$ cat src/rtl/mm_bram_feeder.sv
// Read sequencer and skew stage between the banked A/B BRAMs and the systolic array.
// Walks both banks once per start pulse and re-times bank words into a diagonal wavefront.
module mm_bram_feeder #(
  parameter int M      = 8,
  parameter int N1     = 4,
  parameter int N2     = 4,
  parameter int D_W    = 8,
  parameter int RD_LAT = 2
) (
  input  logic                            clk,
  input  logic                            rst,
  input  logic                            start,
  output logic [$clog2(M*M/N1)-1:0]       rd_addr_A,
  output logic [$clog2(M*M/N2)-1:0]       rd_addr_B,
  input  logic [N1-1:0][D_W-1:0]          A_bram,
  input  logic [N2-1:0][D_W-1:0]          B_bram,
  output logic [N1-1:0][D_W-1:0]          A_out,
  output logic [N2-1:0][D_W-1:0]          B_out,
  output logic [N1-1:0]                   A_valid,
  output logic [N2-1:0]                   B_valid,
  output logic                            busy,
  output logic                            done
);

  localparam int LA        = M * M / N1;
  localparam int LB        = M * M / N2;
  localparam int LMAX      = (LA > LB) ? LA : LB;
  localparam int NMAX      = (N1 > N2) ? N1 : N2;
  localparam int CW        = $clog2(LMAX) + 1;
  localparam int AWA       = $clog2(LA);
  localparam int AWB       = $clog2(LB);
  localparam int DRAIN_LEN = RD_LAT + NMAX - 1;
  localparam int DCW       = $clog2(DRAIN_LEN) + 1;

  localparam logic [CW-1:0]  LA_C       = CW'(LA);
  localparam logic [CW-1:0]  LB_C       = CW'(LB);
  localparam logic [CW-1:0]  LMAX_LAST  = CW'(LMAX - 1);
  localparam logic [DCW-1:0] DRAIN_LAST = DCW'(DRAIN_LEN - 1);

  typedef enum logic [1:0] {
    S_IDLE,
    S_ISSUE,
    S_DRAIN,
    S_DONE
  } state_t;

  state_t           r_state;
  state_t           w_stateNext;
  logic [CW-1:0]    r_cnt;
  logic [CW-1:0]    w_cntNext;
  logic [DCW-1:0]   r_drainCnt;
  logic [DCW-1:0]   w_drainCntNext;
  logic [AWA-1:0]   r_rdAddrA;
  logic [AWB-1:0]   r_rdAddrB;
  logic             w_issA;
  logic             w_issB;
  logic [RD_LAT-1:0] r_vPipeA;
  logic [RD_LAT-1:0] r_vPipeB;
  logic             w_alignA;
  logic             w_alignB;

  always_ff @(posedge clk) begin
    if (rst) begin
      r_state    <= S_IDLE;
      r_cnt      <= '0;
      r_drainCnt <= '0;
      r_rdAddrA  <= '0;
      r_rdAddrB  <= '0;
    end else begin
      r_state    <= w_stateNext;
      r_cnt      <= w_cntNext;
      r_drainCnt <= w_drainCntNext;
      // Addresses are registered from the next count and saturate at the last bank word
      r_rdAddrA  <= (w_cntNext < LA_C) ? w_cntNext[AWA-1:0] : AWA'(LA - 1);
      r_rdAddrB  <= (w_cntNext < LB_C) ? w_cntNext[AWB-1:0] : AWB'(LB - 1);
    end
  end

  always_comb begin
    w_stateNext    = r_state;
    w_cntNext      = r_cnt;
    w_drainCntNext = r_drainCnt;
    case (r_state)
      S_IDLE: begin
        w_cntNext      = '0;
        w_drainCntNext = '0;
        if (start) w_stateNext = S_ISSUE;
      end
      S_ISSUE: begin
        if (r_cnt == LMAX_LAST) w_stateNext = S_DRAIN;
        else                    w_cntNext   = r_cnt + CW'(1);
      end
      S_DRAIN: begin
        if (r_drainCnt == DRAIN_LAST) w_stateNext    = S_DONE;
        else                          w_drainCntNext = r_drainCnt + DCW'(1);
      end
      S_DONE: begin
        w_stateNext    = S_IDLE;
        w_cntNext      = '0;
        w_drainCntNext = '0;
      end
      default: w_stateNext = S_IDLE;
    endcase
  end

  assign w_issA    = (r_state == S_ISSUE) && (r_cnt < LA_C);
  assign w_issB    = (r_state == S_ISSUE) && (r_cnt < LB_C);
  assign rd_addr_A = r_rdAddrA;
  assign rd_addr_B = r_rdAddrB;
  assign busy      = (r_state == S_ISSUE) || (r_state == S_DRAIN);
  assign done      = (r_state == S_DONE);

  // Issue valids are delayed to line up with the bank read latency
  always_ff @(posedge clk) begin
    if (rst) begin
      r_vPipeA <= '0;
      r_vPipeB <= '0;
    end else begin
      r_vPipeA[0] <= w_issA;
      r_vPipeB[0] <= w_issB;
      for (int i = 1; i < RD_LAT; i++) begin
        r_vPipeA[i] <= r_vPipeA[i-1];
        r_vPipeB[i] <= r_vPipeB[i-1];
      end
    end
  end

  assign w_alignA = r_vPipeA[RD_LAT-1];
  assign w_alignB = r_vPipeB[RD_LAT-1];

  // Lane x sits behind x skew registers; data is zeroed whenever its valid is low
  for (genvar x = 0; x < N1; x++) begin : g_skewA
    if (x == 0) begin : g_pass
      assign A_valid[0] = w_alignA;
      assign A_out[0]   = w_alignA ? A_bram[0] : '0;
    end else begin : g_line
      logic [x-1:0]          r_skV;
      logic [x-1:0][D_W-1:0] r_skD;
      always_ff @(posedge clk) begin
        if (rst) begin
          r_skV <= '0;
          r_skD <= '0;
        end else begin
          r_skV[0] <= w_alignA;
          r_skD[0] <= w_alignA ? A_bram[x] : '0;
          for (int i = 1; i < x; i++) begin
            r_skV[i] <= r_skV[i-1];
            r_skD[i] <= r_skD[i-1];
          end
        end
      end
      assign A_valid[x] = r_skV[x-1];
      assign A_out[x]   = r_skD[x-1];
    end
  end

  for (genvar y = 0; y < N2; y++) begin : g_skewB
    if (y == 0) begin : g_pass
      assign B_valid[0] = w_alignB;
      assign B_out[0]   = w_alignB ? B_bram[0] : '0;
    end else begin : g_line
      logic [y-1:0]          r_skV;
      logic [y-1:0][D_W-1:0] r_skD;
      always_ff @(posedge clk) begin
        if (rst) begin
          r_skV <= '0;
          r_skD <= '0;
        end else begin
          r_skV[0] <= w_alignB;
          r_skD[0] <= w_alignB ? B_bram[y] : '0;
          for (int i = 1; i < y; i++) begin
            r_skV[i] <= r_skV[i-1];
            r_skD[i] <= r_skD[i-1];
          end
        end
      end
      assign B_valid[y] = r_skV[y-1];
      assign B_out[y]   = r_skD[y-1];
    end
  end

endmodule

$ cat config.mk
export PLATFORM = sky130hd
export DESIGN_NAME = mm_bram_feeder
export DESIGN_NICKNAME = d
export VERILOG_FILES = /design/src/rtl/mm_bram_feeder.sv
export SDC_FILE = /design/constraint.sdc
export NUM_CORES = 1
export LEC_CHECK = 0
export BUFFER_PORTS_ARGS = -buffer_cell sky130_fd_sc_hd__buf_2
export CAP_MARGIN = 0
export CORE_MARGIN = 2
export CORE_UTILIZATION = 50
export CTS_BUF_LIST = sky130_fd_sc_hd__clkbuf_2
export DETAILED_ROUTE_END_ITERATION = 6
export GPL_ROUTABILITY_DRIVEN = 0
export PLACE_DENSITY = 0.81
export SYNTH_ARGS = -nofsm -noshare
export SYNTH_HDL_FRONTEND = slang
export SYNTH_SLANG_ARGS = --single-unit
export TNS_END_PERCENT = 30
$ cat constraint.sdc
create_clock -name clk -period 2.09 [get_ports clk]
set_clock_uncertainty 0.15 [all_clocks]
set_input_delay 0.418 -clock clk [delete_from_list [all_inputs] [get_ports clk]]
set_output_delay 0.418 -clock clk [all_outputs]
set_load 0.05 [all_outputs]
Yosys cells after proc, flatten, opt, wreduce, memory -nomap -nowiden
Cells that the tools add are included.
{"block": "word_totals", "register_bits": 127, "inputBits": 67, "out_inout_bits": 82, "word_cells": 59}
{"block": "op_classes", "add_sub_neg": 2, "magnitude_cmp": 2, "eq_ne": 9, "muxes": 11, "bitwise_logic": 2, "n_reduce_logical": 9}
{"op": "two-way mux 8 bit", "n": 2}
{"op": "less-than comparator 5 bit, second input constant", "n": 2}
{"op": "case mux 5 bit (2 select lines)", "n": 1}
{"op": "two-way mux 4 bit", "n": 2}
{"op": "inequality test 2 bit, second input constant", "n": 4}
{"op": "case mux 2 bit (4 select lines)", "n": 1}
{"op": "case mux 4 bit (2 select lines)", "n": 1}
{"op": "two-way mux 2 bit", "n": 3}
{"op": "OR reduction 2 bit", "n": 3}
{"op": "adder 5 x 1 -> 5 bit, second input constant", "n": 1}
{"op": "== test 5 x 4 -> 1 bit, second input constant", "n": 1}
{"op": "two-way mux 5 bit", "n": 1}
{"op": "adder 4 x 1 -> 4 bit, second input constant", "n": 1}
{"op": "== test 2 bit, second input constant", "n": 2}
{"op": "== test 4 x 3 -> 1 bit, second input constant", "n": 1}
{"op": "AND reduction 3 bit", "n": 1}
{"op": "== test 2 x 1 -> 1 bit, second input constant", "n": 1}
{"op": "logical NOT 2 bit", "n": 1}
{"op": "inverter 1 bit", "n": 2}
{"op": "AND reduction 2 bit", "n": 1}
{"op": "nonzero test 2 bit", "n": 1}
{"op": "logical AND 1 bit", "n": 1}
{"op": "logical OR 1 bit", "n": 1}

Depth between registers and ports, before layout
Gate-level depths: netlist of run 1.
{"block": "logic_depth", "word_depth": 5, "ltp_mapped": 7, "ltp_nobuf": 6}

Worst setup path after synthesis of run 1
Ideal clock, no wire load.
{"block": "synth_timing", "path_type": "flip-flop to output port", "startpoint": "reg r_vPipeA[1]", "endpoint": "out A_out[0] (netlist bit)", "t_arrival_ps": 1052, "required_ps": 1522, "path_slack_ps": 470, "path_stages_with_launch": 3, "n_path_buf": 1, "cell_sequence": "dfxtp_1 clkbuf_1 and2_1"}
{"item": "from (decl)", "line": "57", "rtl": "logic [RD_LAT-1:0] r_vPipeA;"}
{"item": "from (signal, indexed assignment)", "line": "122", "rtl": "r_vPipeA[i] <= r_vPipeA[i-1];"}
{"item": "to (decl)", "line": "17", "rtl": "output logic [N1-1:0][D_W-1:0] A_out,"}

Final worst setup path of run 1
{"block": "layout_timing", "startpoint": "reg r_state[1]", "endpoint": "out busy"}
{"block": "layout_between", "elab_chain_cells": 2, "word_cells_on_any_way": 3, "classes_between": "2 x eq/ne; 1 x reduce/logical"}
{"item": "from (decl)", "line": "47", "rtl": "state_t r_state;"}
{"item": "from (signal assigned)", "line": "70", "rtl": "r_state <= w_stateNext;"}
{"item": "== test 2 x 1 -> 1 bit or == test 2 bit (tied branches)", "line": "110", "rtl": "assign busy = (r_state == S_ISSUE) || (r_state == S_DRAIN);"}
{"item": "logical OR 1 bit *", "line": "110"}
{"item": "to (decl)", "line": "21", "rtl": "output logic busy,"}
Every way passes the cells marked *; elsewhere a longest branch is shown, timed or not.

==> results of run 1 <==
-- through the flow --
stage          hold WS [ns]  power, mW  utilization  TNS (ns)
2_1_floorplan        0.2638      3.113            -         0
3_3_place_gp         0.2652      3.245       0.5782         0
3_5_place_dp         0.2726      3.281       0.5782         0
4_1_cts              0.1226      5.155       0.6901         0
5_1_grt              0.1987      5.443       0.7053   -0.3769
6_report             0.2581      5.203       0.7053         0
-- layer usage --
metal,GRT usage,up-vias,share of wire
li1,-,1423,-
met1,0.1927,1288,0.37
met2,0.3412,132,0.53
met3,0.07323,22,0.075
met4,0.09950,0,0.030
met5,0,-,0
-- repair_timing --
item,CTS,global route
setup endpoints to repair,20,18
pin swaps,1,1
hold buffers,49,0
buffers inserted,5,1
gates resized for setup,16,45
hold endpoints to repair,50,0
-- final cells by class --
class | instances | share of cell area
clock buffers | 17 | 0.01577
well taps | 102 | 0.02366
flip-flops and latches | 116 | 0.4317
repair buffers | 206 | 0.2630
multi-input cells | 178 | 0.2245
clock inverters | 14 | 0.03711
inverters | 6 | 0.004175
-- power by group --
part | leakage, nW | total (mW) | switching (mW) | internal [mW]
combinational | 1.50 | 1.17 | 0.676 | 0.495
clock | 0.159 | 1.67 | 0.870 | 0.796
sequential | 0.938 | 2.36 | 0.0521 | 2.31
total | 2.60 | 5.20 | 1.60 | 3.60
-- cells by family (layout without fill, tap and decap cells) --
logic type      count (synthesis)  in the layout  share of synthesized area
simple gates                  147            147                     0.2312
flops                         116            116                     0.5951
buf+inv                        62            243                     0.1016
compound gates                 17             17                    0.03206
fa+ha+maj                       8              8                    0.02565
xor+xnor                        3              3                   0.006734
mux                             3              3                   0.007695
-- flip-flops by register name, indices dropped and copies added, names as in the netlist --
| signal | cells |
|---|---|
| g_skewB.g_line.r_skD | 32 |
| g_skewA.g_line.r_skV | 3 |
| g_skewA.g_line.r_skD | 32 |
| rd_addr_B | 4 |
| A_out | 16 |
| r_drainCnt | 4 |
| r_vPipeA | 2 |
| r_cnt | 5 |
| B_out | 16 |
| r_state | 2 |
-- worst min-delay path, cell delays in order --
cell	delay (ns)
buf_2	0.08
nor2b_1	0.05
a221oi_4	0.22
mux2i_1	0.12
nor2_1	0.09
-- cells in the final DEF (no fill, tap or decap), types with 2 or more instances in the layout --
| master | synthesis | routed |
|---|---|---|
| clkinvlp_4 | 0 | 2 |
| a21oi_1 | 5 | 5 |
| ha_4 | 0 | 2 |
| dfxtp_1 | 116 | 113 |
| nor2_1 | 12 | 12 |
| mux2i_1 | 3 | 3 |
| clkbuf_2 | 0 | 17 |
| nor2b_1 | 54 | 53 |
| xnor2_1 | 3 | 3 |
| bufinv_16 | 0 | 4 |
| inv_1 | 5 | 3 |
| nor3b_1 | 2 | 2 |
| inv_2 | 1 | 3 |
| and2_1 | 64 | 64 |
| dfxtp_2 | 0 | 2 |
| dlygate4sd3_1 | 0 | 49 |
| nand4_1 | 2 | 2 |
| buf_4 | 42 | 9 |
| buf_6 | 0 | 16 |
| ha_1 | 8 | 6 |
| buf_8 | 0 | 2 |
| nor3_1 | 3 | 3 |
| nand3_1 | 2 | 2 |
| buf_2 | 5 | 130 |
| nand2_1 | 3 | 3 |
| inv_6 | 0 | 4 |
| o21ai_1 | 3 | 3 |
| a211oi_1 | 2 | 2 |
| clkinv_4 | 0 | 3 |
-- worst max path at each step --
| stage | to | cells after the start |
|---|---|---|
| floorplan | A_out[0] | 2 |
| global placement | busy | 3 |
| detailed placement | busy | 3 |
| CTS | B_out[2] | 2 |
| global route | busy | 3 |
| finish | busy | 3 |
==> impl_metrics.toml, run 1 <==
[run_status]
status = "finished clean"

[final_layout]
drive_above_1_share = 0.3706
fin_cells = 639
nFillCells = 549
multi_input_area_um2 = 1211
area_delta_synth_final_pct = 38.22
seqCellArea_um2 = 2328
finalInstanceArea_um2 = 5394
final_nets = 600
diodes = 0

[clock_network]
cts_root_buf = "clkbuf_2"
cts_max_level = 4
clockBufferDepth = 2
clkLatencyLatePin_ns = 0.60
cts_tree = "yes"
cts_buffers = 17
clkSinkCount = 116
clkTransAtPathRegs_ns = 0.19

[setup_path]
crit_slowest_cell = "dfxtp_2"
required_ns = 1.52
cp_num_buf_inv = 2
cp.arrival_ns = 1.47
crit_type = "reg -> out"
cpPeakStageDelay_ns = 0.40
r2r_cells = 5
rr_startpoint = "r_state[0]"
cp_cell_sequence = "inv_2 > ha_4 > buf_8"
crit_family = "flip-flops"
path_max_fanout = 4
critPathLaunchType = "flip-flop"
crit_path_start = "r_state[1]"
timing.rr.end = "r_cnt[1]"
critPathCaptureType = "output pin"
r2r_slack_ns = 0.27

[logic_synthesis]
yosys_warnings = 0
synth.avg_cell_area_um2 = 10.96
yosys.area.top_type = "dfxtp_1"
async_flop_share = 0
synth.area.top_cells = "dfxtp_1 (60%), and2_1 (10%), nor2b_1 (8.7%), buf_4 (8.1%), ha_1 (2.6%)"
synth-edff-count = 0
syn_area_um2 = 3902
ys_types = 33
synth_top_area_frac = 0.5951
synth_nets = 431
synth_flop_cell = "dfxtp_1"
yosysMostFrequentCell = "dfxtp_1"
ys_seq_elements = 116
synth_seq_area_share = 0.5951
synth_common_cells = "dfxtp_1 (116), and2_1 (64), nor2b_1 (54)"
synth_cells = 356

[timing]
min_period_ns = 2.042
final.setup.worst_slack_ns = 0.04799
tightest_slew_ns = 0.5628
rsz0062_at_grt = "yes"
hold_violations = 0
finalSetupViolations = 0
fin_crit_sh = 0.9770
fmax_ghz = 0.4897
drv_slew = 0
slew_headroom = 0.6240

[global_route]
grt_overflow = 0
grt_pass1_wl_um = 12520
grt_pass1_vias = 2825
grt.total_usage = 0.1914
antenna_found_initial = 0
grt_start_max_net_pins = 50

[route]
first_iter_violations = 56
wl_per_cell_um = 12.50
vias = 2865
routed_wl_um = 7988
viasPerCell = 4.484
ant_nets = 0
drc_errors = 0
first_pass_iters = 4

[pwr]
irDropWorstVdd_mv = 0.5183
power.density_nw_per_um2 = 964.5
leakage_nw = 2.600

[floorplan]
start_util = 0.5103
die_h_um = 92.35
die_w_um = 92.35
dieArea_um2 = 8528
ios = 149
row_count = 32
core_area_um2 = 7647

[hold_path]
hold_end = "r_state[1]"
hp-start = "start"
min_path_cells = 5
hp-class = "in -> reg"

[placement]
portBuffers = 148
hpwl_um = 4670
place_ws_ns = 0.3482
place_area_um2 = 4422
place_inst = 553

[run]
cap_violations = 0
Power figures use the tool's default switching activity.
==> run 2: changes to the inputs <==
--- a/config.mk
+++ b/config.mk
@@ -6,12 +6,12 @@
 export NUM_CORES = 1
 export LEC_CHECK = 0
-export BUFFER_PORTS_ARGS = -buffer_cell sky130_fd_sc_hd__buf_2
 export CAP_MARGIN = 0
 export CORE_MARGIN = 2
-export CORE_UTILIZATION = 50
+export CORE_UTILIZATION = 57
 export CTS_BUF_LIST = sky130_fd_sc_hd__clkbuf_2
 export DETAILED_ROUTE_END_ITERATION = 6
+export DONT_BUFFER_PORTS = 1
 export GPL_ROUTABILITY_DRIVEN = 0
-export PLACE_DENSITY = 0.81
+export PLACE_DENSITY = 0.72
 export SYNTH_ARGS = -nofsm -noshare
 export SYNTH_HDL_FRONTEND = slang
--- a/constraint.sdc
+++ b/constraint.sdc
@@ -3,3 +3,3 @@
 set_input_delay 0.418 -clock clk [delete_from_list [all_inputs] [get_ports clk]]
 set_output_delay 0.418 -clock clk [all_outputs]
-set_load 0.05 [all_outputs]
+set_load 0.01 [all_outputs]
==> run 2 against run 1 <==
  * Maximum frequency is 3.5% higher
  * Die area is 12% lower
  * Wire length is 19% lower
  * Core utilization is 3.8 points lower
  * Hold slack better by 0.012 ns
  * Via count is 22% lower
  * Critical path depth is 1 lower
  * Cell area is 17% lower
  * Global-route usage is 1.1 points lower
==> impl_metrics.toml, run 2 (synthesis results as in run 1) <==
[route]
ant_nets = 0
drc_errors = 0
first_pass_iters = 4
first_iter_violations = 85
wl_per_cell_um = 13.91
viasPerCell = 4.788
vias = 2241
routed_wl_um = 6508

[timing]
rsz0062_at_grt = "no"
fin_crit_sh = 0.9440
finalSetupViolations = 0
fmax_ghz = 0.5068
drv_slew = 0
final.setup.worst_slack_ns = 0.1169
whs_ns = 0.2703
hold_violations = 0
min_period_ns = 1.973
tns_ns = 0
tightest_slew_ns = 0.5516
slew_headroom = 0.6315

[final_layout]
top_regs = "g_skewA.g_line.r_skD (32), g_skewB.g_line.r_skD (32)"
fin_cells = 468
area_delta_synth_final_pct = 14.91
final_cell_mix = "dfxtp_1 (113), and2_1 (64), nor2b_1 (53), dlygate4sd3_1 (51), clkbuf_2 (17)"
finalInstanceArea_um2 = 4484
diodes = 0
final_common_cell = "dfxtp_1"
final_nets = 450
final_core_util = 0.6674
drive_above_1_share = 0.1160

[floorplan]
die_h_um = 86.75
die_w_um = 86.75
ios = 149
core_area_um2 = 6719
row_count = 30
start_util = 0.5808
dieArea_um2 = 7525

[setup_path]
critPathLaunchType = "flip-flop"
path_max_fanout = 6
cp.arrival_ns = 1.41
critPathCaptureType = "output pin"
required_ns = 1.52
crit_type = "reg -> out"

[placement]
place_inst = 382
portBuffers = 0
place_ws_ns = 0.4100
hpwl_um = 3732
place_area_um2 = 3646

[global_route]
grt_start_max_net_pins = 63
grt_pass1_wl_um = 10050
grt_overflow = 0
grt.total_usage = 0.1807
grt_pass1_vias = 2111
antenna_found_initial = 0

[clock_network]
clockBufferDepth = 2
clkTransAtPathRegs_ns = 0.20
cts_root_buf = "clkbuf_2"
cts_buffers = 17
clkLatencyLatePin_ns = 0.61
clkSinkCount = 116
cts_max_level = 4
cts_tree = "yes"

[pwr]
power.total_mw = 4.531
leakage_nw = 1.865
power.density_nw_per_um2 = 1010
irDropWorstVdd_mv = 0.7533

[run_status]
status = "finished clean"

[run]
cap_violations = 0

[hold_path]
hp-class = "in -> reg"
-- run 2: cell count changes in the layout (fill, tap and decap cells not counted), sizes merged --
cell         change
dlygate4sd3      +2
clkinv           +2
bufinv           -1
buf            -152
-- run 2: worst paths after layout --
| kind | to | slack, ns | cells after the start | from |
|---|---|---|---|---|
| max reg2reg | r_state[1] | 0.41 | 5 | r_cnt[0] |
| min | g_skewB[1].g_line.r_skD[4] | 0.27 | 2 | B_bram[12] |
| min reg2reg | r_vPipeA[1] | 0.27 | 1 | r_vPipeA[0] |
| max | busy | 0.12 | 2 | r_state[1] |
-- run 2: layer usage --
layer,GRT usage,vias to the layer above,wire length (um)
met1,0.1869,994,2464
met5,0,-,0
met2,0.3042,122,3349
li1,-,1113,-
met3,0.09238,12,574
met4,0.08381,0,119
-- run 2: final cells by class --
cell class              instances  area [um^2]
clock buffers                  17        85.08
clock inverters                15        178.9
multi-input cells             178         1199
flip-flops and latches        116         2331
repair buffers                 56        568.0
well taps                      80        100.1
fillers                       489         2235
inverters                       6        22.52
-- run 2: power by group --
group | switching (mW) | internal, mW | leakage, nW
sequential | 0.0814 | 2.32 | 0.938
clock | 0.861 | 0.677 | 0.151
combinational | 0.299 | 0.297 | 0.776
-- run 2: worst max-delay path, cell delays in order (launching register included) --
cell	delay, ns
dfxtp_4	0.40
inv_1	0.09
ha_4	0.33
-- run 2: what timing repair did --
action / in CTS / in global routing
buffers inserted: 0 / 2
pin swaps: 0 / 1
cloned: 0 / 0
hold endpoints to repair: 116 / 0
setup endpoints to repair: 7 / 7
gates resized for setup: 5 / 3
hold buffers: 52 / 0
